==> src/rtl/runway_scheduler_pkg.sv <==
// Shared types and constants for the runway clearance scheduler.
package runway_scheduler_pkg;
  typedef enum logic [1:0] {IDLE, OFFER, SETTLE} state_e;

  localparam logic GRANT_TAKEOFF = 1'b0;
  localparam logic GRANT_LANDING = 1'b1;
  localparam int   NUM_RUNWAYS   = 2;
endpackage

==> src/rtl/runway_scheduler_if.sv <==
// Queue status, runway locks and grant handshake between the traffic side and the scheduler.
interface runway_scheduler_if;
  import runway_scheduler_pkg::*;

  logic                   takeoff_pending;
  logic                   landing_pending;
  logic                   emergency;
  logic [NUM_RUNWAYS-1:0] runway_active;
  logic                   grant_ready;
  logic                   grant_valid;
  logic                   grant_landing;
  logic                   grant_runway;
  logic [NUM_RUNWAYS-1:0] runway_timeout;
  logic [1:0]             land_streak;

  modport master (
    output takeoff_pending, landing_pending, emergency, runway_active, grant_ready,
    input  grant_valid, grant_landing, grant_runway, runway_timeout, land_streak
  );

  modport slave (
    input  takeoff_pending, landing_pending, emergency, runway_active, grant_ready,
    output grant_valid, grant_landing, grant_runway, runway_timeout, land_streak
  );
endinterface

==> src/rtl/runway_scheduler_occupancy_timer.sv <==
// Per-runway occupancy counter; one-cycle pulse when a lock has been held OCC_TIMEOUT cycles.
module occupancy_timer #(
  parameter int OCC_TIMEOUT = 1000,
  parameter int CNT_W       = 10
) (
  input  logic clock,
  input  logic reset,
  input  logic active_i,
  output logic timeout_o
);
  localparam logic [CNT_W-1:0] LIMIT = CNT_W'(OCC_TIMEOUT);

  logic [CNT_W-1:0] cnt_q, cnt_d;
  logic             timeout_q, timeout_d;

  // Saturating at LIMIT keeps the pulse from repeating until the lock drops.
  always_comb begin
    cnt_d     = cnt_q;
    timeout_d = 1'b0;
    if (!active_i) begin
      cnt_d = '0;
    end else if (cnt_q != LIMIT) begin
      cnt_d     = cnt_q + 1'b1;
      timeout_d = (cnt_q == LIMIT - 1'b1);
    end
  end

  always_ff @(posedge clock) begin
    if (reset) begin
      cnt_q     <= '0;
      timeout_q <= 1'b0;
    end else begin
      cnt_q     <= cnt_d;
      timeout_q <= timeout_d;
    end
  end

  assign timeout_o = timeout_q;
endmodule

==> src/rtl/runway_scheduler.sv <==
// Picks the next plane and runway: landings first, bounded by a takeoff-starvation streak.
module runway_scheduler
  import runway_scheduler_pkg::*;
#(
  parameter int MAX_LAND_STREAK = 3,
  parameter int OCC_TIMEOUT     = 1000,
  parameter int CNT_W           = 10
) (
  input  logic              clock,
  input  logic              reset,
  runway_scheduler_if.slave bus
);
  localparam logic [1:0] STREAK_MAX = 2'(MAX_LAND_STREAK);

  state_e     state_q;
  logic       valid_q;
  logic       land_q;
  logic       rwy_q;
  logic [1:0] streak_q;

  logic [NUM_RUNWAYS-1:0] timeout;

  always_ff @(posedge clock) begin
    if (reset) begin
      state_q  <= IDLE;
      valid_q  <= 1'b0;
      land_q   <= GRANT_TAKEOFF;
      rwy_q    <= 1'b0;
      streak_q <= '0;
    end else begin
      unique case (state_q)
        IDLE: begin
          if (!bus.emergency && !(&bus.runway_active) &&
              (bus.takeoff_pending || bus.landing_pending)) begin
            state_q <= OFFER;
            valid_q <= 1'b1;
            rwy_q   <= bus.runway_active[0];
            land_q  <= (bus.landing_pending &&
                        !(bus.takeoff_pending && streak_q == STREAK_MAX))
                       ? GRANT_LANDING : GRANT_TAKEOFF;
          end
        end
        OFFER: begin
          // Accept beats emergency when both arrive together.
          if (bus.grant_ready) begin
            state_q <= SETTLE;
            valid_q <= 1'b0;
            if (land_q == GRANT_LANDING && bus.takeoff_pending)
              streak_q <= (streak_q == STREAK_MAX) ? streak_q : streak_q + 2'd1;
            else
              streak_q <= '0;
          end else if (bus.emergency) begin
            state_q <= IDLE;
            valid_q <= 1'b0;
          end
        end
        SETTLE:  state_q <= IDLE;
        default: state_q <= IDLE;
      endcase
    end
  end

  for (genvar i = 0; i < NUM_RUNWAYS; i++) begin : g_occ
    occupancy_timer #(
      .OCC_TIMEOUT(OCC_TIMEOUT),
      .CNT_W      (CNT_W)
    ) u_timer (
      .clock    (clock),
      .reset    (reset),
      .active_i (bus.runway_active[i]),
      .timeout_o(timeout[i])
    );
  end

  assign bus.grant_valid    = valid_q;
  assign bus.grant_landing  = land_q;
  assign bus.grant_runway   = rwy_q;
  assign bus.land_streak    = streak_q;
  assign bus.runway_timeout = timeout;
endmodule

==> src/flat_wrapper.sv <==
// flat-port wrapper written by rule: the top's interface ports become plain ports
module runway_scheduler_flat import runway_scheduler_pkg::*;
#(
  parameter int MAX_LAND_STREAK = 3,
  parameter int OCC_TIMEOUT     = 1000,
  parameter int CNT_W           = 10
)
  (clock, reset, bus_takeoff_pending, bus_landing_pending, bus_emergency, bus_runway_active, bus_grant_ready, bus_grant_valid, bus_grant_landing, bus_grant_runway, bus_runway_timeout, bus_land_streak);
  runway_scheduler_if bus_i ();
  input  logic clock;
  input  logic reset;
  input wire logic [$bits(bus_i.takeoff_pending)-1:0] bus_takeoff_pending;
  input wire logic [$bits(bus_i.landing_pending)-1:0] bus_landing_pending;
  input wire logic [$bits(bus_i.emergency)-1:0] bus_emergency;
  input wire logic [$bits(bus_i.runway_active)-1:0] bus_runway_active;
  input wire logic [$bits(bus_i.grant_ready)-1:0] bus_grant_ready;
  output wire logic [$bits(bus_i.grant_valid)-1:0] bus_grant_valid;
  output wire logic [$bits(bus_i.grant_landing)-1:0] bus_grant_landing;
  output wire logic [$bits(bus_i.grant_runway)-1:0] bus_grant_runway;
  output wire logic [$bits(bus_i.runway_timeout)-1:0] bus_runway_timeout;
  output wire logic [$bits(bus_i.land_streak)-1:0] bus_land_streak;
  assign bus_i.takeoff_pending = bus_takeoff_pending;
  assign bus_i.landing_pending = bus_landing_pending;
  assign bus_i.emergency = bus_emergency;
  assign bus_i.runway_active = bus_runway_active;
  assign bus_i.grant_ready = bus_grant_ready;
  assign bus_grant_valid = bus_i.grant_valid;
  assign bus_grant_landing = bus_i.grant_landing;
  assign bus_grant_runway = bus_i.grant_runway;
  assign bus_runway_timeout = bus_i.runway_timeout;
  assign bus_land_streak = bus_i.land_streak;
  runway_scheduler #(.MAX_LAND_STREAK(MAX_LAND_STREAK), .OCC_TIMEOUT(OCC_TIMEOUT), .CNT_W(CNT_W)) u_core (.clock(clock), .reset(reset), .bus(bus_i));
endmodule
==> config.mk <==
export PLATFORM = sky130hd
export DESIGN_NAME = runway_scheduler_flat
export DESIGN_NICKNAME = d
export VERILOG_FILES = /design/src/rtl/runway_scheduler_pkg.sv /design/src/rtl/runway_scheduler_if.sv /design/src/rtl/runway_scheduler_occupancy_timer.sv /design/src/rtl/runway_scheduler.sv /design/src/flat_wrapper.sv
export SDC_FILE = /design/constraint.sdc
export NUM_CORES = 1
export LEC_CHECK = 0
export CORE_ASPECT_RATIO = 1.2
export CORE_MARGIN = 4
export CORE_UTILIZATION = 50
export CTS_BUF_LIST = sky130_fd_sc_hd__clkbuf_2 sky130_fd_sc_hd__clkbuf_4 sky130_fd_sc_hd__clkbuf_8
export DETAILED_ROUTE_END_ITERATION = 10
export PLACE_DENSITY = 0.73
export SYNTH_ARGS = -nofsm -noshare
export SYNTH_HDL_FRONTEND = slang
export SYNTH_SLANG_ARGS = --single-unit
==> constraint.sdc <==
create_clock -name clock -period 2 [get_ports clock]
set_input_delay 0.4 -clock clock [delete_from_list [all_inputs] [get_ports clock]]
set_output_delay 0.4 -clock clock [all_outputs]
set_load 0.05 [all_outputs]
==> reports/qor.yml <==
logic_synthesis:
  yosysUniqueCellTypes: 33
  postSynthNetCount: 172
  yosysSeqAreaShare: 0.418
  yosysWarnings: 0
  syn_area_sq_um: 1390
  ys_ff_latch: 29
  synth_cells: 159
  syn_avg_cell_area_sq_um: 8.73
critical_path:
  critical_path.top_delay_family: "buffers and inverters"
  crit_buf_inv: 1
  worstPathCellList: "clkdlybuf4s50_1"
  crit_type: "reg2out"
  arrival_ns: 1.52
  cp_slowest_cell: "clkdlybuf4s50_1"
  critical_path.max_stage_delay_ns: 0.83
  worstPathRequired_ns: 1.60
  critPathCaptureType: "primary output"
  start_kind: "register"
  path_max_fanout: 3
drt:
  ant_nets: 0
  wl_per_cell_um: 12.5
  drt_pre_antenna_iters: 4
  drc: 0
  top_layer: "met4"
  vias: 1206
  route.met3.wl_um: 133
  drt-total-wl_mm: 2.64
  wl_met1_mm: 1.23
  via_per_inst: 5.72
  drt_iter0_drc: 22
  met2WireLength_mm: 1.26
sta:
  fin_tns_setup_ns: 0
  fmaxAchievable_mhz: 522
  rsz0062_at_grt: "false"
  tightest_slew_ns: 0.514
  hold_viol_final: 0
  skew_ns: 0.00595
  slew_viol_final: 0
  layout_worst_path_cycle_share: 0.958
  setup_viol_count_final: 0
  layout_min_cycle_time_ns: 1.92
  fin_ws_ns: 0.0850
  slew_headroom: 0.656
finish:
  drive_gt1_frac: 0.0899
  final_cell_mix: "29 x dfxtp_1, 16 x a21oi_1, 14 x nand2_1"
  instances_no_fill: 211
  multi_input_area_sq_um: 757
  final_util: 0.625
  layout_commonest_cell: "dfxtp_1"
  ff_latch_area_sq_um: 581
  area_growth_pct: 17.1
  fill_cells: 240
  fin_nets: 191
  n_antenna_cell: 0
die:
  start_util: 0.533
  die-area_sq_um: 3690
  die_h_um: 65.7
  rows: 20
  dieWidth_um: 56.1
  coreArea_sq_um: 2600
  pin_count: 15
placement:
  gp_congestion: 0.774
  port_buffers: 14
  pre_cts_ws_ns: 0.208
  dp_hpwl_mm: 1.96
  place_inst: 204
clock_network:
  cts_buffer_depth: 2
  cts-root-buf: "clkbuf_4"
  cts_htree_levels: 2
  cts_made_buffers: 5
  path_clk_slew_ns: 0.09
  tritoncts: "built"
  cts_num_sinks: 29
  cts_hold_buf: 0
  clk_latency_ns: 0.31
min_path:
  hp-class: "reg2reg"
pwr:
  pwr-share-comb: 0.085
  pwr-share-seq: 0.567
  clkPwrFrac: 0.348
  leakagePower_nw: 0.529
  ir_drop_mv: 0.439
  switching_power_w: 0.000245
  powerDensity_nw_per_um2: 647
  intPower_w: 0.000806
  swShare: 0.233
global_route:
  grtUsageTotal: 0.158
  grt_pass1_wl_mm: 4.62
  grt_max_degree: 11
  overflow: 0
  antenna_found_initial: 0
  grt_pass1_vias: 1149
flow_run:
  cap_violations: 0
run_status:
  run_status: "completed"
[flip-flops by register name, indices dropped and copies added (netlist names)]
signal / flops
u_core.bus.grant_runway: 1
u_core.bus.grant_landing: 1
u_core.g_occ.u_timer.cnt_q: 20
u_core.bus.grant_valid: 1
u_core.state_q: 2
u_core.g_occ.u_timer.timeout_o: 2
u_core.bus.land_streak: 2
[power groups by stage]
stage,Clock (W),Sequential (W),Combinational (W)
2_1_floorplan,0,0.000622,0.0000377
4_1_cts,0.000380,0.000596,0.0000894
3_5_place_dp,0,0.000610,0.0000887
3_3_place_gp,0,0.000609,0.0000867
6_report,0.000366,0.000596,0.0000892
5_1_grt,0.000400,0.000599,0.0000975
[logic make-up (layout without fill, tap and decap cells)]
group                    Yosys count  after routing  share of synthesized area
flip-flops                        29             29                      0.418
buffers and inverters             11             30                     0.0361
AO/OA/AOI/OAI                     36             36                      0.150
multiplexers                       4              4                     0.0316
adder cells (fa/ha/maj)            5              5                     0.0451
XOR/XNOR                           4              4                     0.0252
AND/OR/NAND/NOR                   70             70                      0.294
[layout make-up]
class | count | area share
timing repair buffer | 17 | 0.102
inverter | 6 | 0.0139
tap | 33 | 0.0254
clock buffer | 7 | 0.0362
multi-input combinational | 119 | 0.466
sequential | 29 | 0.357
[path summary, 6_finish.rpt]
path	slack, ns	depth (start not counted)	startpoint	end
min	0.49	2	u_core.g_occ[0].u_timer.cnt_q[8]	u_core.g_occ[0].u_timer.cnt_q[8]
max reg2reg	0.46	3	u_core.g_occ[1].u_timer.cnt_q[6]	u_core.g_occ[1].u_timer.cnt_q[0]
max	0.08	1	u_core.bus.land_streak[1]	bus_land_streak[1]
min reg2reg	0.49	2	u_core.g_occ[0].u_timer.cnt_q[8]	u_core.g_occ[0].u_timer.cnt_q[8]
[timing repair]
item / 4_1_cts / 5_1_grt
gates resized for setup: 0 / 1
buffers inserted: 0 / 0
setup endpoints to repair: 0 / 1
[Yosys cell counts]
cell type | count | area share
a21oi_1 | 16 | 0.058
a2bb2oi_1 | 1 | 0.0063
and3_1 | 1 | 0.0045
buf_2 | 1 | 0.0036
buf_4 | 2 | 0.011
clkbuf_1 | 2 | 0.0054
dfxtp_1 | 29 | 0.42
ha_1 | 5 | 0.045
inv_1 | 6 | 0.016
mux2_2 | 3 | 0.024
mux2i_1 | 1 | 0.0072
nand2_1 | 14 | 0.038
nand2b_1 | 5 | 0.023
nand3_1 | 5 | 0.018
nand3_2 | 1 | 0.0072
nand3_4 | 1 | 0.013
nand3b_1 | 4 | 0.022
nand4_1 | 3 | 0.014
nand4b_1 | 2 | 0.013
nor2_1 | 10 | 0.027
nor2b_1 | 2 | 0.0090
nor3_1 | 4 | 0.014
nor4_1 | 3 | 0.014
nor4_2 | 1 | 0.0090
o21ai_0 | 10 | 0.036
o22ai_1 | 1 | 0.0045
o2bb2ai_1 | 1 | 0.0063
o31a_1 | 1 | 0.0063
o31ai_1 | 6 | 0.032
or2b_1 | 1 | 0.0054
or3_1 | 6 | 0.027
or4_1 | 7 | 0.038
xor2_1 | 4 | 0.025
[routing by layer]
metal | up-vias | GRT usage
met5 | - | 0
met4 | 0 | 0.0712
met3 | 2 | 0.0570
met2 | 26 | 0.275
met1 | 559 | 0.172
li1 | 619 | -
[worst register-to-register path, cell delays in order, from the launching register on]
cell and delay [ns]:
dfxtp_1 0.39, nand4_1 0.20, nor4_2 0.47, mux2_2 0.38
[per-stage QoR]
step                total power, W  hold slack [ns]  area (sq um)
floorplan                 0.000659            0.440          1390
global placement          0.000696            0.466          1560
detailed placement        0.000698            0.466          1560
CTS                        0.00107            0.487          1620
global route               0.00110            0.517          1630
finish                     0.00105            0.486          1630
(Power assumes the default switching activity.)
